--- config.mk ---
export PLATFORM = sky130hd
export DESIGN_NAME = fp_wb_arbiter
export DESIGN_NICKNAME = d
export VERILOG_FILES = /design/src/rtl/fp_wb_arbiter.sv
export SDC_FILE = /design/constraint.sdc
export NUM_CORES = 1
export LEC_CHECK = 0
export ABC_CLOCK_PERIOD_IN_PS = 6300
export BUFFER_PORTS_ARGS = -buffer_cell sky130_fd_sc_hd__buf_2
export CORE_MARGIN = 2
export CORE_UTILIZATION = 48
export CTS_CLUSTER_DIAMETER = 40
export DETAILED_ROUTE_END_ITERATION = 16
export PLACE_DENSITY = 0.82
export SLEW_MARGIN = 20
export SYNTH_ARGS = -nofsm -noshare
export SYNTH_HDL_FRONTEND = slang
export SYNTH_SLANG_ARGS = --single-unit
--- constraint.sdc ---
create_clock -name clk -period 6.3 [get_ports clk]
set_input_delay 0.315 -clock clk [delete_from_list [all_inputs] [get_ports clk]]
set_output_delay 0.315 -clock clk [all_outputs]
set_load 0.005 [all_outputs]
--- src/rtl/fp_wb_arbiter.sv ---
// Round-robin writeback arbiter feeding intermediate FP results into a 2-entry FIFO; ack-to-out_valid latency is 1 cycle.
// Backpressure: when the FIFO is full and its head is not popped this cycle, every in_ack stays low and sources hold.
module fp_wb_arbiter #(
  parameter int NUM_PORTS = 2,
  parameter int ID_W      = 3,
  parameter int PAYLOAD_W = 96,
  localparam int SRC_W    = (NUM_PORTS > 1) ? $clog2(NUM_PORTS) : 1
) (
  input  logic                           clk,
  input  logic                           rst,
  input  logic [NUM_PORTS-1:0]           in_done,
  input  logic [NUM_PORTS*ID_W-1:0]      in_id,
  input  logic [NUM_PORTS*PAYLOAD_W-1:0] in_payload,
  output logic [NUM_PORTS-1:0]           in_ack,
  output logic                           out_valid,
  input  logic                           out_ready,
  output logic [ID_W-1:0]                out_id,
  output logic [PAYLOAD_W-1:0]           out_payload,
  output logic [SRC_W-1:0]               out_src
);

  logic [ID_W-1:0]      id_arr  [NUM_PORTS];
  logic [PAYLOAD_W-1:0] pay_arr [NUM_PORTS];

  for (genvar g = 0; g < NUM_PORTS; g++) begin : g_unpack
    assign id_arr[g]  = in_id[g*ID_W +: ID_W];
    assign pay_arr[g] = in_payload[g*PAYLOAD_W +: PAYLOAD_W];
  end

  logic [1:0]           count_q, count_d;
  logic                 head_q, head_d;
  logic                 tail_q, tail_d;
  logic [SRC_W-1:0]     last_grant_q, last_grant_d;
  logic [ID_W-1:0]      id_q  [2];
  logic [PAYLOAD_W-1:0] pay_q [2];
  logic [SRC_W-1:0]     src_q [2];

  logic             pop;
  logic             space;
  logic             found;
  logic             push;
  logic [SRC_W-1:0] grant_idx;
  logic [SRC_W-1:0] cand;

  assign out_valid   = (count_q != 2'd0);
  assign pop         = out_valid & out_ready;
  assign space       = (count_q < 2'd2) | pop;
  assign out_id      = id_q[head_q];
  assign out_payload = pay_q[head_q];
  assign out_src     = src_q[head_q];

  // Search begins just after the last winner, so every waiting source is reached within NUM_PORTS-1 grants.
  always_comb begin
    found     = 1'b0;
    grant_idx = '0;
    cand      = '0;
    for (int k = 1; k <= NUM_PORTS; k++) begin
      cand = SRC_W'((int'(last_grant_q) + k) % NUM_PORTS);
      if (!found && in_done[cand]) begin
        found     = 1'b1;
        grant_idx = cand;
      end
    end
  end

  // Gating with rst keeps acks low while reset holds the FIFO empty.
  assign push = found & space & ~rst;

  always_comb begin
    in_ack = '0;
    if (push) in_ack[grant_idx] = 1'b1;
  end

  always_comb begin
    count_d      = count_q;
    head_d       = head_q;
    tail_d       = tail_q;
    last_grant_d = last_grant_q;
    if (push) begin
      tail_d       = ~tail_q;
      last_grant_d = grant_idx;
    end
    if (pop) head_d = ~head_q;
    case ({push, pop})
      2'b10:   count_d = count_q + 2'd1;
      2'b01:   count_d = count_q - 2'd1;
      default: count_d = count_q;
    endcase
  end

  always_ff @(posedge clk or posedge rst) begin
    if (rst) begin
      count_q      <= '0;
      head_q       <= 1'b0;
      tail_q       <= 1'b0;
      last_grant_q <= SRC_W'(NUM_PORTS - 1);
      for (int e = 0; e < 2; e++) begin
        id_q[e]  <= '0;
        pay_q[e] <= '0;
        src_q[e] <= '0;
      end
    end else begin
      count_q      <= count_d;
      head_q       <= head_d;
      tail_q       <= tail_d;
      last_grant_q <= last_grant_d;
      if (push) begin
        id_q[tail_q]  <= id_arr[grant_idx];
        pay_q[tail_q] <= pay_arr[grant_idx];
        src_q[tail_q] <= grant_idx;
      end
    end
  end

endmodule

# Word level (Yosys, flattened, before mapping)
# Index checks and enable logic that the tools add are counted.
classes:
  n_addsub: 4
  multipliers: 0
  div_mod_pow: 0
  n_lt_le_gt_ge: 9
  n_eq_ne: 2
  shift: 0
  muxes: 36
  n_bitwise: 10
  reduce_logical: 6
op_table:
  columns: ["cell", "count"]
  rows:
  - ["96-bit 2-to-1 mux", 7]
  - ["192-bit bitwise mux", 1]
  - ["96-bit demux with 1-bit select", 1]
  - ["3-bit 2-to-1 mux", 7]
  - ["1-bit 2-to-1 mux", 13]
  - ["6-bit bitwise mux", 1]
  - ["2-bit >= comparator, second input constant", 3]
  - ["1-bit by 2-bit less-than comparator with 1-bit output, second input constant", 3]
  - ["1-bit inverter with 2-bit output", 3]
  - ["2-bit one-hot mux with 2 select lines", 1]
  - ["2-bit nonzero test", 2]
  - ["1-bit bitwise AND", 3]
  - ["3-bit demux with 1-bit select", 1]
  - ["1-bit logical AND", 3]
  - ["1-bit inverter", 3]
  - ["1-bit adder, second input constant", 2]
  - ["2-bit by 1-bit adder with 2-bit output, second input constant", 1]
  - ["2-bit bitwise mux", 1]
  - ["1-bit demux with 1-bit select", 2]
  - ["2-bit by 1-bit == test with 1-bit output, second input constant", 1]
  - ["2-bit == test, second input constant", 1]
  - ["2-bit by 1-bit less-than comparator with 1-bit output, second input constant", 1]
  - ["2-bit less-than comparator, second input constant", 1]
  - ["2-bit 2-to-1 mux", 1]
  - ["4 further kinds", 4]
word_totals:
  reg_bits: 205
  latchBits: 0
  mem_bits_rw: 0
  mem_bits_ro: 0
  input_bits: 203
  out_inout_bits: 103
  wordCells: 77
  n_memories: 0

# Depth between registers and ports, before layout
# Gate-level depths: netlist of run 1.
logic_depth:
  depth_word: 12
  ltp_mapped: 6
  mapped_depth_nobuf: 6

# Worst setup path after synthesis of run 1
# No wires, ideal clock.
synth_path:
  path_kind: "input -> output"
  from: "input rst"
  to: "output in_ack[1]"
  arrival_time_ns: 5.199
  required_ns: 5.985
  path_slack_ns: 0.786
  cell_stages: 2
  n_path_buf: 0
  cell_sequence: "inv_1 -> and3_1"
synth_via:
  elab_chain_len: 3
synth_rtl:
  columns: ["item", "line", "rtl"]
  rows:
  - ["from (decl)", "10", "input logic rst,"]
  - ["1-bit inverter", "67", "assign push = found & space & ~rst;"]
  - ["1-bit bitwise AND", "67", null]
  - ["2-bit 2-to-1 mux", "71", "if (push) in_ack[grant_idx] = 1'b1;"]
  - ["to (decl)", "14", "output logic [NUM_PORTS-1:0] in_ack,"]
# No other way between the ends.

# Worst setup path in the final report of run 1
layout_path:
  from: "register head_q"
  to: "output out_payload[19]"
layout_via:
  elab_chain_len: 4
layout_rtl:
  columns: ["item", "line", "rtl"]
  rows:
  - ["from (decl)", "31", "logic head_q, head_d;"]
  - ["from (signal assigned)", "94", "head_q <= 1'b0;"]
  - ["from (signal assigned)", "104", "head_q <= head_d;"]
  - ["1-bit inverter with 2-bit output (implied by the code)", "49", "assign out_payload = pay_q[head_q];"]
  - ["96-bit 2-to-1 mux (implied by the code) (3 in series)", "49", null]
  - ["to (decl)", "18", "output logic [PAYLOAD_W-1:0] out_payload,"]
# No other way between the ends. The select of a mux whose other input is x is not followed.

==> results of run 1 <==
==> sequential cells by signal, summed over array words and instances (netlist names) <==
register	cells
src_q	2
count_q	2
id_q	6
head_q	1
pay_q	192
last_grant_q	1
tail_q	1
==> path summary, 6_finish.rpt <==
kind | depth (start not counted) | start | end | slack, ps
setup / recovery | 3 | head_q$_DFFE_PP0P_ | out_payload[19] | 3230
hold / removal | 2 | rst | tail_q$_DFFE_PP0N_ | -20
setup reg to reg | 4 | count_q[1]$_DFFE_PP0P_ | pay_q[38]$_DFFE_PP0P_ | 3480
hold reg to reg | 1 | pay_q[152]$_DFFE_PP0P_ | pay_q[152]$_DFFE_PP0P_ | 500
max in group asynchronous | 3 | rst | pay_q[187]$_DFFE_PP0P_ | 4980
min in group clk | 2 | in_done[0] | last_grant_q$_DFFE_PP1N_ | 40
==> report_power, final <==
group / switching [mW] / leakage [nW] / internal, mW
clock network: 0.622 / 0.518 / 1.15
registers: 0.406 / 2.42 / 2.00
logic: 1.01 / 3.47 / 1.81
==> Yosys cell counts, drive strengths merged <==
library cell,count,area (um2)
xnor2,3,26.3
dfrtp,204,5100
nor4b,1,15.0
nor2,3,11.3
or3,1,6.26
ha,1,12.5
or2,1,6.26
clkbuf,2,7.51
xor2,2,17.5
or2b,1,7.51
a41oi,1,8.76
dfstp,1,26.3
nor4,1,6.26
and2,1,6.26
mux2,399,5120
nor2b,1,13.8
a21boi,1,11.3
a31oi,1,6.26
buf,42,482
inv,1,3.75
and3,1,6.26
==> routing by layer <==
metal | GRT usage, % | wire [um]
met1 | 23.0 | 9750
met2 | 32.3 | 11000
met3 | 3.59 | 1220
met4 | 5.29 | 398
met5 | 0 | 0
==> kinds of logic after synthesis <==
logic type                 share of synthesized area [%]
buffers and inverters                               4.52
AOI/OAI and AO/OA                                  0.241
DFF                                                 47.1
and+or+nand+nor                                    0.723
xor gates and xnor gates                           0.402
adders and majority gates                          0.115
muxes                                               46.9
==> placed cells by master, fill, tap and decap left out, types with 3 or more instances in the layout <==
cell type / count
buf_2: 305
buf_4: 5
bufinv_16: 5
clkbuf_1: 6
clkbuf_16: 31
clkbuf_8: 3
clkinvlp_4: 5
dfrtp_1: 203
inv_6: 4
mux2_2: 233
mux2_4: 166
nor2_1: 3
xnor2_1: 3
==> metrics by stage <==
step                      std cells  setup WS, ps  util, %
after floorplan                 669           341        -
after global placement         1222          3440     55.2
after detailed placement       1222          3420     55.2
after CTS                      1280          3190     60.1
after global routing           1280          3110     60.1
final                          1280          3230     60.1
==> cell type report <==
class / instances / area (um2)
fillers: 1746 / 8940
multi-input cells: 419 / 5300
flip-flops and latches: 205 / 5130
repair buffers: 312 / 1600
clock buffers: 40 / 840
well taps: 285 / 357
clock inverters: 18 / 253
inverters: 1 / 11.3
==> results.md, run 1 <==
- RePlAce Congestion: 0.762
- First-pass GRT wire length: 36.1 mm
- Reg clk slew, reported paths: 60 ps
- H-tree depth: 1
- Hold Slack: -18.5 ps
- Die Y: 155 um
- Violation count after the first detailed-routing iteration: 168
- Clock buffer depth: 3
- Synthesized flop and latch total: 205
- Core ar.: 22,400 um2
- DPL Wire Length: 14.4 mm
- Die area: 23,900 um2
- Total power: 7.01 mW
- Post-synthesis area per instance: 16.3 um2
- TritonCTS clock tree: yes
- CP top delay family: buffers and inverters
- CTS Root Cell: clkbuf_16
- Post-synthesis sequential area ratio: 47.1%
- Worst skew pair latency: 540 ps
- Crit start category: register
- Power Dens Cells: 519 nW/um2
- Crit Path Max Fanout: 65
- Arr. time, crit path: 2760 ps
- Vias: 6,529
- CP peak stage delay: 800 ps
- Clock sinks: 205
- Ant diodes: 0
- Fraction of layout cells with a size suffix above 1: 77.5%
- Syn_nets: 873
- Final Hold Fails: 1
- Outcome: complete, but fails checks
- Detailed Routing Iterations Pass 1: 4
- Tmin final: 3070 ps
- Setup TNS: 0 ps
- Final ANT Viol Nets: 0
- Area growth, synth to finish: 23.7%
- Post-DR vias/cell: 5.10
- Overflow after GRT: 0
- Worst VDD drop: 0.465 mV
- # port buffers: 305
- Hold Path Class: input pin to asynchronous set/reset pin
- Vias in the first global route: 7,117
- Top Ports: 306
- Post-DP Area: 12,400 um2
- Final Setup Violations: 0
- Critical path capture point type: output port
- Die X: 155 um
- DRC violations left: 0
- Initial Util: 48.6%
- Clock skew: 12.5 ps
- WP data required: 5980 ps
- Post-route cell area: 13,500 um2
- Slowest-stage cell, CP: buf_4
- Synthesized cell area: 10,900 um2
- Yosys warns: 0
- Static leakage: 6.40 nW
- GRT Util Overall: 18.3%
- Hold Buf Count CTS: 0
- Initial antenna violation count: 0
- Routed Wire Length: 22.4 mm
- RSZ-0062 raised after global routing: false
- Slew Viols, Final: 0
- Netlist cell types: 25
- Average wire per standard cell: 17.5 um
- Postcts setup bufs: 0
- Period Utilization, post-route: 48.8%
- CTS Buf Count: 31
- Headroom to the max-slew limit: 29.7%
- Max Cap Viol: 0
- PostCTS Resize Cnt: 0
- Pin slew with the least headroom to its limit: 1050 ps
- Critical-path cell list: buf_4 > mux2_2 > buf_2
- CP Buf/Inv Count: 2
- Fmax: 325 MHz
- Failing checks: hold timing
- Largest net degree at the start of global routing: 129
- WS Path Type: register to output port
- Final Net Count: 1,174
- Placement row count: 55
- Syn Inst Count: 669
Note: power is estimated with default switching activity, not from simulation.
==> inputs of run 2 (changes only) <==
Settings changed: ABC_CLOCK_PERIOD_IN_PS 6300 to 3000, CORE_UTILIZATION 48 to 53, PLACE_DENSITY 0.82 to 0.86.
Clock period 6.3 ns to 3 ns, I/O delays scaled along.
==> results.md, run 2 (same netlist as run 1, synthesis figures left out) <==
- Post-DR vias/cell: 5.16 (+1.2%)
- Tmin final: 2090 ps
- Crit Path Max Fanout: 101 (+55%)
- TritonCTS clock tree: yes
- WS Path Type: register to output port
- Arr. time, crit path: 1940 ps (-820 ps)
- Total power: 15.2 mW (+120%)
- Headroom to the max-slew limit: 39.7% (+10 points)
- Switching Power: 4.42 mW (+120%)
- Met2 usage in global routing: 35.7% (+3.3 points)
- Crit start category: register
- Final Net Count: 1,182 (+0.68%)
- Outcome: finished, final reports clean
- CTS Root Cell: clkbuf_16
- Fmax: 478 MHz
- PostCTS Resize Cnt: 0 (unchanged)
- DPL Wire Length: 14.9 mm (+3.5%)
- Period Utilization, post-route: 69.7%
- Met1 Use GR: 26.5% (+3.5 points)
- Combinational power share: 40.3% (about the same)
- Final Hold Fails: 0 (-1)
- Pin slew with the least headroom to its limit: 905 ps (-146 ps)
- Worst Hold Launch: in_payload[31]
- Largest net degree at the start of global routing: 102 (-21%)
- Area occupied by multi-input gates: 5300 um2 (unchanged)
- DRC violations left: 0 (unchanged)
- Fraction of layout cells with a size suffix above 1: 78.0% (+0.50 points)
- Core ar.: 20,200 um2 (-9.8%)
- Most common cell after layout, fill and taps aside: buf_2
- Die area: 21,700 um2 (-9.2%)
- Final ANT Viol Nets: 0 (unchanged)
- RePlAce Congestion: 0.714 (-6.4%)
- Internal Power: 10.8 mW (+120%)
- Clock buffer depth: 3 (unchanged)
- Top Registers: pay_q: 192 flops, id_q: 6 flops
- Register area: 5130 um2 (unchanged)
- Biggest register: pay_q
- Average wire per standard cell: 18.0 um (+2.9%)
- GRT Util Overall: 21.0% (+2.6 points)
- Die X: 147 um (-4.7%)
- Area growth, synth to finish: 25.6%
- Placement row count: 52 (-5.5%)
- # port buffers: 305 (unchanged)
- Fillers: 1,439 (-18%)
- Slew Viols, Final: 0 (unchanged)
- Routed Wire Length: 23.0 mm (+2.8%)
- Die Y: 147 um (-4.7%)
- Reg clk slew, reported paths: 50 ps (about the same)
- PnR worst setup slack: 908 ps (-2320 ps)
- Fin cells: 1,278 (-0.16%)
- Grt peak-use layer: met2
- Vias: 6,594 (+1.0%)
- Crit Reg-Reg Startpoint: count_q[1]$_DFFE_PP0P_
- Hold Buf Count CTS: 2 (+2)
- Initial antenna violation count: 4 (+4)
- Detailed Routing Iterations Pass 1: 4 (unchanged)
- Critical path capture point type: output port
- Clock power frac: 27.0% (+1.7 points)
- Initial Util: 53.9% (+5.3 points)
- Clock sinks: 205 (unchanged)
- Vias in the first global route: 7,181 (+0.90%)
- Worst skew pair latency: 490 ps (-50 ps)
- Seq pwr share: 32.8% (-1.6 points)
- Top Ports: 306 (unchanged)
- Hold Path Class: input pin to register
- Violation count after the first detailed-routing iteration: 169 (+0.60%)
- Final Setup Violations: 0 (unchanged)
- Worst VDD drop: 0.634 mV (+36%)
- CTS Buf Count: 34 (+9.7%)
- Overflow after GRT: 0 (unchanged)
- Power Dens Cells: 1110 nW/um2 (+110%)
- CP Launch Point: head_q$_DFFE_PP0P_
- Post-placement setup slack: 963 ps (-2460 ps)
- Post-Place Cells: 1,210 (-0.98%)
- Commonest cells after routing, fill and taps aside: 305 x buf_2, 233 x mux2_2, 203 x dfrtp_1, 166 x mux2_4, 37 x clkbuf_16
- M3 GR Usage: 4.23% (+0.64 points)
- Clock skew: 10.8 ps (-1.66 ps)
- Max reg flops: 192 (unchanged)
- RSZ-0062 raised after global routing: false
- Switch share: 29.1% (+0.060 points)
- WP data required: 2850 ps (-3130 ps)
- Postcts setup bufs: 0 (unchanged)
- Static leakage: 6.50 nW (+1.5%)
- First-pass GRT wire length: 36.8 mm (+2.0%)
- Max Cap Viol: 0 (unchanged)
- H-tree depth: 2 (+1)
==> run 2: final cells by class <==
class / instances / area share [%]
multi-input cells: 419 / 38.7
flip-flops and latches: 205 / 37.5
repair buffers: 317 / 12.2
clock buffers: 42 / 7.19
well taps: 270 / 2.47
clock inverters: 20 / 1.80
diodes: 4 / 0.0731
inverters: 1 / 0.0548
==> run 2: worst max-delay path, cell delays in order (launching register included) <==
cell and delay (ps):
dfrtp_4 410, buf_12 480, mux2_2 410, buf_2 140
==> run 2: power groups by stage <==
stage / registers (mW) / logic, mW / clock network [mW]
floorplan: 4.71 / 4.55 / 0
global placement: 4.88 / 5.97 / 0
detailed placement: 4.95 / 6.14 / 0
CTS: 4.96 / 6.19 / 4.18
global route: 5.14 / 6.55 / 4.32
finish: 4.97 / 6.11 / 4.09
==> run 2: per-stage QoR <==
stage / cell area (um2) / hold slack, ps / util, % / setup TNS (ps)
final: 13700 / 26.6 / 67.7 / 0
after global routing: 13700 / 9.85 / 67.6 / 0
after CTS: 13700 / 1.73 / 67.6 / 0
after detailed placement: 12400 / 291 / 61.4 / 0
after global placement: 12400 / 274 / 61.4 / 0
after floorplan: 10900 / 256 / - / -1640
==> run 2: routing by layer <==
metal,share of wire [%],routed length [um],vias up
met4,2.8,650,2
met3,4.7,1080,44
met5,0.057,13,-
met1,42,9570,3291
met2,51,11700,201
li1,-,-,3056
==> run 2: worst paths after layout <==
kind	end	slack [ps]	cells past startpoint
worst max-delay path	out_payload[6]	910	3
worst min-delay path	pay_q[31]$_DFFE_PP0P_	30	3
max in group asynchronous	head_q$_DFFE_PP0P_	1710	4
min in group asynchronous	last_grant_q$_DFFE_PP1N_	360	3
worst min register to register	pay_q[180]$_DFFE_PP0P_	500	1
worst max register to register	pay_q[26]$_DFFE_PP0P_	940	4
